**config.mk**
```make
export PLATFORM = sky130hd
export DESIGN_NAME = dm_sba_v2
export DESIGN_NICKNAME = d
export VERILOG_FILES = /design/src/rtl/dm_sba_v2.sv
export SDC_FILE = /design/constraint.sdc
export NUM_CORES = 1
export LEC_CHECK = 0
export ABC_CLOCK_PERIOD_IN_PS = 4800
export BUFFER_PORTS_ARGS = -buffer_cell sky130_fd_sc_hd__buf_2
export CAP_MARGIN = 20
export CORE_UTILIZATION = 53
export CTS_BUF_LIST = sky130_fd_sc_hd__clkbuf_8
export DETAILED_ROUTE_END_ITERATION = 7
export PLACE_DENSITY_LB_ADDON = 0.1
export SYNTH_ARGS = -nofsm -noshare
export SYNTH_HDL_FRONTEND = slang
export SYNTH_SLANG_ARGS = --single-unit
```
**constraint.sdc**
```tcl
create_clock -name clk_i -period 4.8 [get_ports clk_i]
set_input_delay 0.48 -clock clk_i [delete_from_list [all_inputs] [get_ports clk_i]]
set_output_delay 0.48 -clock clk_i [all_outputs]
set_load 0.02 [all_outputs]
```
**src/rtl/dm_sba_v2.sv**
```systemverilog
// Debug-module system bus access engine: turns sbaddress/sbdata events into single-beat bus cycles.
// Optional watchdog on gnt/r_valid enabled by defining DM_SBA_TIMEOUT_EN.
module dm_sba_v2 #(
  parameter int unsigned AddrWidth     = 32,
  parameter int unsigned DataWidth     = 32,
  parameter int unsigned TimeoutCycles = 1024
) (
  input  logic                   clk_i,
  input  logic                   rst_ni,
  input  logic                   dmactive_i,
  output logic                   master_req_o,
  output logic [AddrWidth-1:0]   master_add_o,
  output logic                   master_we_o,
  output logic [DataWidth-1:0]   master_wdata_o,
  output logic [DataWidth/8-1:0] master_be_o,
  input  logic                   master_gnt_i,
  input  logic                   master_r_valid_i,
  input  logic                   master_r_err_i,
  input  logic [DataWidth-1:0]   master_r_rdata_i,
  input  logic [AddrWidth-1:0]   sbaddress_i,
  input  logic                   sbaddress_write_valid_i,
  input  logic                   sbreadonaddr_i,
  input  logic                   sbreadondata_i,
  input  logic                   sbautoincrement_i,
  input  logic [2:0]             sbaccess_i,
  input  logic [DataWidth-1:0]   sbdata_i,
  input  logic                   sbdata_read_valid_i,
  input  logic                   sbdata_write_valid_i,
  output logic [AddrWidth-1:0]   sbaddress_o,
  output logic                   sbaddress_update_o,
  output logic [DataWidth-1:0]   sbdata_o,
  output logic                   sbdata_valid_o,
  output logic                   sbbusy_o,
  output logic                   sbbusyerror_o,
  input  logic                   sbbusyerror_clear_i,
  output logic [2:0]             sberror_o,
  input  logic                   sberror_clear_i
);

  localparam int unsigned NumBytes = DataWidth / 8;
  localparam int unsigned OffWidth = $clog2(NumBytes);
  localparam logic [2:0]  MaxSize  = 3'($clog2(NumBytes));

  typedef enum logic [1:0] {StIdle, StReq, StWait} state_e;

  state_e                state_q, state_d;
  logic [AddrWidth-1:0]  addr_q, addr_d;
  logic [2:0]            size_q, size_d;
  logic                  we_q, we_d;
  logic [DataWidth-1:0]  wdata_q, wdata_d;
  logic [NumBytes-1:0]   be_q, be_d;
  logic [2:0]            err_q, err_d, err_new;
  logic                  busyerr_q, busyerr_d;
  logic                  timeout;

  logic [OffWidth-1:0]   off_in, off_q;
  logic [NumBytes-1:0]   be_in, rd_bytes;
  logic [DataWidth-1:0]  rd_mask, rd_shift;
  logic [AddrWidth-1:0]  align_mask;
  logic                  misaligned, wr_trig, rd_trig, any_event, can_trig;

  assign off_in     = sbaddress_i[OffWidth-1:0];
  assign off_q      = addr_q[OffWidth-1:0];
  assign align_mask = (AddrWidth'(1) << sbaccess_i) - AddrWidth'(1);
  assign misaligned = |(sbaddress_i & align_mask);

  assign wr_trig   = sbdata_write_valid_i;
  assign rd_trig   = (sbaddress_write_valid_i & sbreadonaddr_i) |
                     (sbdata_read_valid_i & sbreadondata_i);
  assign any_event = sbaddress_write_valid_i | sbdata_write_valid_i | sbdata_read_valid_i;
  assign can_trig  = (state_q == StIdle) && (err_q == 3'd0) && !busyerr_q;

  // Byte-lane masks: write enables at the trigger address, read mask for the latched size.
  always_comb begin
    be_in    = '0;
    rd_bytes = '0;
    rd_mask  = '0;
    for (int unsigned i = 0; i < NumBytes; i++) begin
      be_in[i]        = (i >= 32'(off_in)) && (i < 32'(off_in) + (32'd1 << sbaccess_i));
      rd_bytes[i]     = i < (32'd1 << size_q);
      rd_mask[8*i +: 8] = {8{rd_bytes[i]}};
    end
  end

  assign rd_shift = master_r_rdata_i >> {off_q, 3'b000};

`ifdef DM_SBA_TIMEOUT_EN
  localparam int unsigned CntWidth = (TimeoutCycles > 1) ? $clog2(TimeoutCycles) : 1;
  logic [CntWidth-1:0] cnt_q, cnt_d;

  assign timeout = (cnt_q == CntWidth'(TimeoutCycles - 1));

  // Restarts on every state change so Req and Wait each get a full budget.
  always_comb begin
    cnt_d = cnt_q + CntWidth'(1);
    if (state_q == StIdle || state_d != state_q) cnt_d = '0;
  end

  always_ff @(posedge clk_i or negedge rst_ni) begin
    if (!rst_ni) cnt_q <= '0;
    else         cnt_q <= cnt_d;
  end
`else
  assign timeout = 1'b0;
`endif

  always_comb begin
    state_d            = state_q;
    addr_d             = addr_q;
    size_d             = size_q;
    we_d               = we_q;
    wdata_d            = wdata_q;
    be_d               = be_q;
    err_new            = 3'd0;
    busyerr_d          = busyerr_q;
    master_req_o       = 1'b0;
    sbdata_valid_o     = 1'b0;
    sbaddress_update_o = 1'b0;

    unique case (state_q)
      StIdle: begin
        if (can_trig && (wr_trig || rd_trig)) begin
          if (sbaccess_i > MaxSize) begin
            err_new = 3'd4;
          end else if (misaligned) begin
            err_new = 3'd3;
          end else begin
            state_d = StReq;
            addr_d  = sbaddress_i;
            size_d  = sbaccess_i;
            we_d    = wr_trig;
            wdata_d = sbdata_i << {off_in, 3'b000};
            be_d    = be_in;
          end
        end
      end
      StReq: begin
        master_req_o = 1'b1;
        if (master_gnt_i) begin
          state_d = StWait;
        end else if (timeout) begin
          state_d = StIdle;
          err_new = 3'd1;
        end
      end
      StWait: begin
        if (master_r_valid_i) begin
          state_d = StIdle;
          if (master_r_err_i) begin
            err_new = 3'd2;
          end else begin
            sbdata_valid_o     = !we_q;
            sbaddress_update_o = sbautoincrement_i;
          end
        end else if (timeout) begin
          state_d = StIdle;
          err_new = 3'd1;
        end
      end
      default: state_d = StIdle;
    endcase

    if (state_q != StIdle && any_event) busyerr_d = 1'b1;
    else if (sbbusyerror_clear_i)       busyerr_d = 1'b0;

    // First error sticks; a clear in the same cycle as a new error lets the new one in.
    if (err_new != 3'd0 && (err_q == 3'd0 || sberror_clear_i)) err_d = err_new;
    else if (sberror_clear_i)                                   err_d = 3'd0;
    else                                                        err_d = err_q;

    if (!dmactive_i) begin
      state_d            = StIdle;
      err_d              = 3'd0;
      busyerr_d          = 1'b0;
      sbdata_valid_o     = 1'b0;
      sbaddress_update_o = 1'b0;
    end
  end

  always_ff @(posedge clk_i or negedge rst_ni) begin
    if (!rst_ni) begin
      state_q   <= StIdle;
      addr_q    <= '0;
      size_q    <= '0;
      we_q      <= 1'b0;
      wdata_q   <= '0;
      be_q      <= '0;
      err_q     <= 3'd0;
      busyerr_q <= 1'b0;
    end else begin
      state_q   <= state_d;
      addr_q    <= addr_d;
      size_q    <= size_d;
      we_q      <= we_d;
      wdata_q   <= wdata_d;
      be_q      <= be_d;
      err_q     <= err_d;
      busyerr_q <= busyerr_d;
    end
  end

  assign master_add_o   = addr_q;
  assign master_we_o    = we_q;
  assign master_wdata_o = wdata_q;
  assign master_be_o    = be_q;
  assign sbaddress_o    = sbaddress_update_o ? addr_q + (AddrWidth'(1) << size_q) : '0;
  assign sbdata_o       = sbdata_valid_o ? (rd_shift & rd_mask) : '0;
  assign sbbusy_o       = (state_q != StIdle);
  assign sbbusyerror_o  = busyerr_q;
  assign sberror_o      = err_d;

endmodule

```
==> impl_metrics.env <==
export IMPL_clkSinkCount=78
export IMPL_r2r_cells=6
export IMPL_ctsResizeCount=0
export IMPL_hold_class="in -> async"
export IMPL_tightest_slew_ps=1072
export IMPL_cts_buffers=9
export IMPL_clock_latency_ps=360
export IMPL_remaining_drc_errors=0
export IMPL_crit_arrival_ps=3400
export IMPL_postCtsSetupBuffers=0
export IMPL_core_area_um2=9864
export IMPL_postRouteAntennaNets=0
export IMPL_hold_buffers=0
export IMPL_die_area_um2=10700
export IMPL_ys_async_sr_fraction_pct=100.0
export IMPL_fp_dieH_um=103.4
export IMPL_dp_cells=933
export IMPL_peakVddDrop_v=0.0002469
export IMPL_boundaryPins=254
export IMPL_drt_iter0_markers=191
export IMPL_synth_edff_count=0
export IMPL_max_clock_path_buffers=2
export IMPL_rows=36
export IMPL_layout_drive_gt1_share_pct=39.71
export IMPL_syn_inst=583
export IMPL_grt_ovfl_total=0
export IMPL_setup_ws_ps=920.2
export IMPL_ys_types=55
export IMPL_crit_fanout=30
export IMPL_max_slew_margin_rel_pct=28.54
export IMPL_grt_pass1_vias=4787
export IMPL_vias=5158
export IMPL_end_kind="output pin"
export IMPL_n_antenna_cell=0
export IMPL_wirelength_um=14870
export IMPL_ys_flop_type="dfrtp_1"
export IMPL_setup_viol=0
export IMPL_cp_required_ps=4320
export IMPL_outcome="completed"
export IMPL_final_area_um2=6919
export IMPL_port_buffers=253
export IMPL_fp_dieW_um=103.4
export IMPL_ys_seq_area_share_pct=35.80
export IMPL_rsz0062_at_grt="false"
export IMPL_gp_congestion=0.9393
export IMPL_slew_viol_final=0
export IMPL_start_util_pct=55.26
export IMPL_hold_violations=0
export IMPL_maxCapViolCount=0
export IMPL_first_pass_iters=6
export IMPL_clkTransAtPathRegs_ps=90
export IMPL_placed_cell_area_um2=6715
export IMPL_synthesis_nets=711
export IMPL_antenna_found_initial=0
export IMPL_postLayoutCoreUtil_pct=70.14
export IMPL_fillCellCount=824
export IMPL_tns_ps=0
export IMPL_syn_area_per_cell_um2=9.351
export IMPL_dpl_hpwl_um=11350
export IMPL_netlist_area_um2=5451
export IMPL_via_per_inst=5.435
export IMPL_tritoncts="built"
export IMPL_power_density_nw_per_um2=456.8
export IMPL_dpl_worst_slack_ps=1334
export IMPL_worstSetupPathType="reg -> out"
export IMPL_wl_per_cell_um=15.67
export IMPL_instances_no_fill=949
export IMPL_p_leak_uw=0.003758
export IMPL_period_share_pct=80.83
export IMPL_fin_crit_ps=3880
export IMPL_synth_seq_cells=78
export IMPL_finalNetCount=939
export IMPL_syn_to_final_growth_pct=26.92
export IMPL_cp_start_kind="flop"
export IMPL_grt_start_max_net_pins=79
export IMPL_cts_max_level=3
export IMPL_cts_root_buf="clkbuf_8"
export IMPL_grt_usage_pct=27.50
export IMPL_ys_warn_count=0
export IMPL_grt_pass1_wl_um=22580
export IMPL_worst_clock_skew_ps=9.096
export IMPL_max_freq_ghz=0.2577
## kinds of logic after synthesis
family | synth area share [%]
compound gates | 15.33
xor+xnor | 4.017
fa+ha+maj | 3.718
buf+inv | 4.728
flops | 35.80
mux | 17.93
simple gates | 18.48
## where the power goes
part | switching, µW | leakage [µW] | internal [µW]
clock | 268 | 0.000102 | 248
sequential | 286 | 0.00101 | 893
combinational | 798 | 0.00265 | 669
total | 1350 | 0.00376 | 1810
## layout make-up
type                       count  area, µm²  share of cell area [%]
inverter                      15      56.30                  0.8137
tap                          133      166.4                   2.405
sequential                    78       1952                   28.21
clock inverter                 7      80.08                   1.157
timing repair buffer         256       1291                   18.66
multi-input combinational    451       3249                   46.96
clock buffer                   9      123.9                   1.790
## worst max-delay path: stages (launching register included)
cell      delay, ps
dfrtp_1        1060
ha_1            290
a21oi_1          60
nand4b_1        250
a21oi_2         430
o21ai_1         210
or3_1           400
a21oi_1         150
buf_2           200
## sequential cells by signal, indices dropped and copies added (netlist names)
signal / count
master_be_o: 4
master_we_o: 1
err_q: 3
size_q: 3
state_q: 2
sbbusyerror_o: 1
master_wdata_o: 32
master_add_o: 32
## layer usage
layer	up-vias	wire length [µm]	global-route usage [%]
met1	2439	6118	32.79
met3	24	1009	5.780
li1	2513	-	-
met4	0	288	9.426
met2	182	7451	49.11
met5	-	0	0
## per-stage QoR
step	hold WS [ps]	total power (µW)
5_1_grt	333.4	3387
2_1_floorplan	184.4	2173
3_3_place_gp	455.1	2611
3_5_place_dp	461.2	2653
4_1_cts	295.5	3177
6_report	266.5	3161
## cells in the final DEF, fill, tap and decap left out, types with 2 or more instances in the layout
cell      instances
nand4_1           4
inv_6             2
buf_4             4
mux2_4           43
nor2b_1          21
and3_1            9
nand2_1          51
nor3b_1           3
a211oi_1         27
mux2i_1          32
nor4_1            2
a21o_1            6
a21boi_0          2
and3b_1           2
o21ai_0          28
inv_1            15
and2_1           11
nand2b_1          4
clkbuf_8          9
ha_1             13
nor2_1           73
dfrtp_1          78
fa_1              2
o31ai_1          10
o211ai_1          8
buf_2           252
nand3_1           7
nor3_1            4
and4_1            3
or3_1             5
xor2_1           19
a21oi_1          34
xnor2_1           6
## path summary, 6_finish.rpt
| kind | from | endpoint | slack, ps |
|---|---|---|---|
| setup / recovery | master_add_o[1] | sbaddress_o[31] | 920 |
| hold / removal | rst_ni | master_add_o[28] | 270 |
| setup reg to reg | state_q[0] | master_add_o[3] | 2270 |
| hold reg to reg | master_be_o[1] | master_be_o[1] | 480 |
| max in group asynchronous | rst_ni | state_q[1] | 3900 |
| min in group clk_i | sbaddress_i[26] | master_add_o[26] | 350 |
## Yosys cell counts (7+ instances only)
library cell  instances  area, µm²
dfrtp_1              78       1952
nor2_1               73      274.0
nand2_1              52      195.2
mux2_4               43      645.6
a21oi_1              34      170.2
mux2i_1              32      320.3
o21ai_0              28      140.1
a211oi_1             27      202.7
clkbuf_1             25      93.84
nor2b_1              21      131.4
xor2_1               19      166.4
inv_1                15      56.30
ha_1                 13      162.7
and2_1               11      68.82
o31ai_1              10      75.07
and3_1                9      56.30
o211ai_1              8      60.06
nand3_1               7      35.03
(Power assumes the default switching activity.)
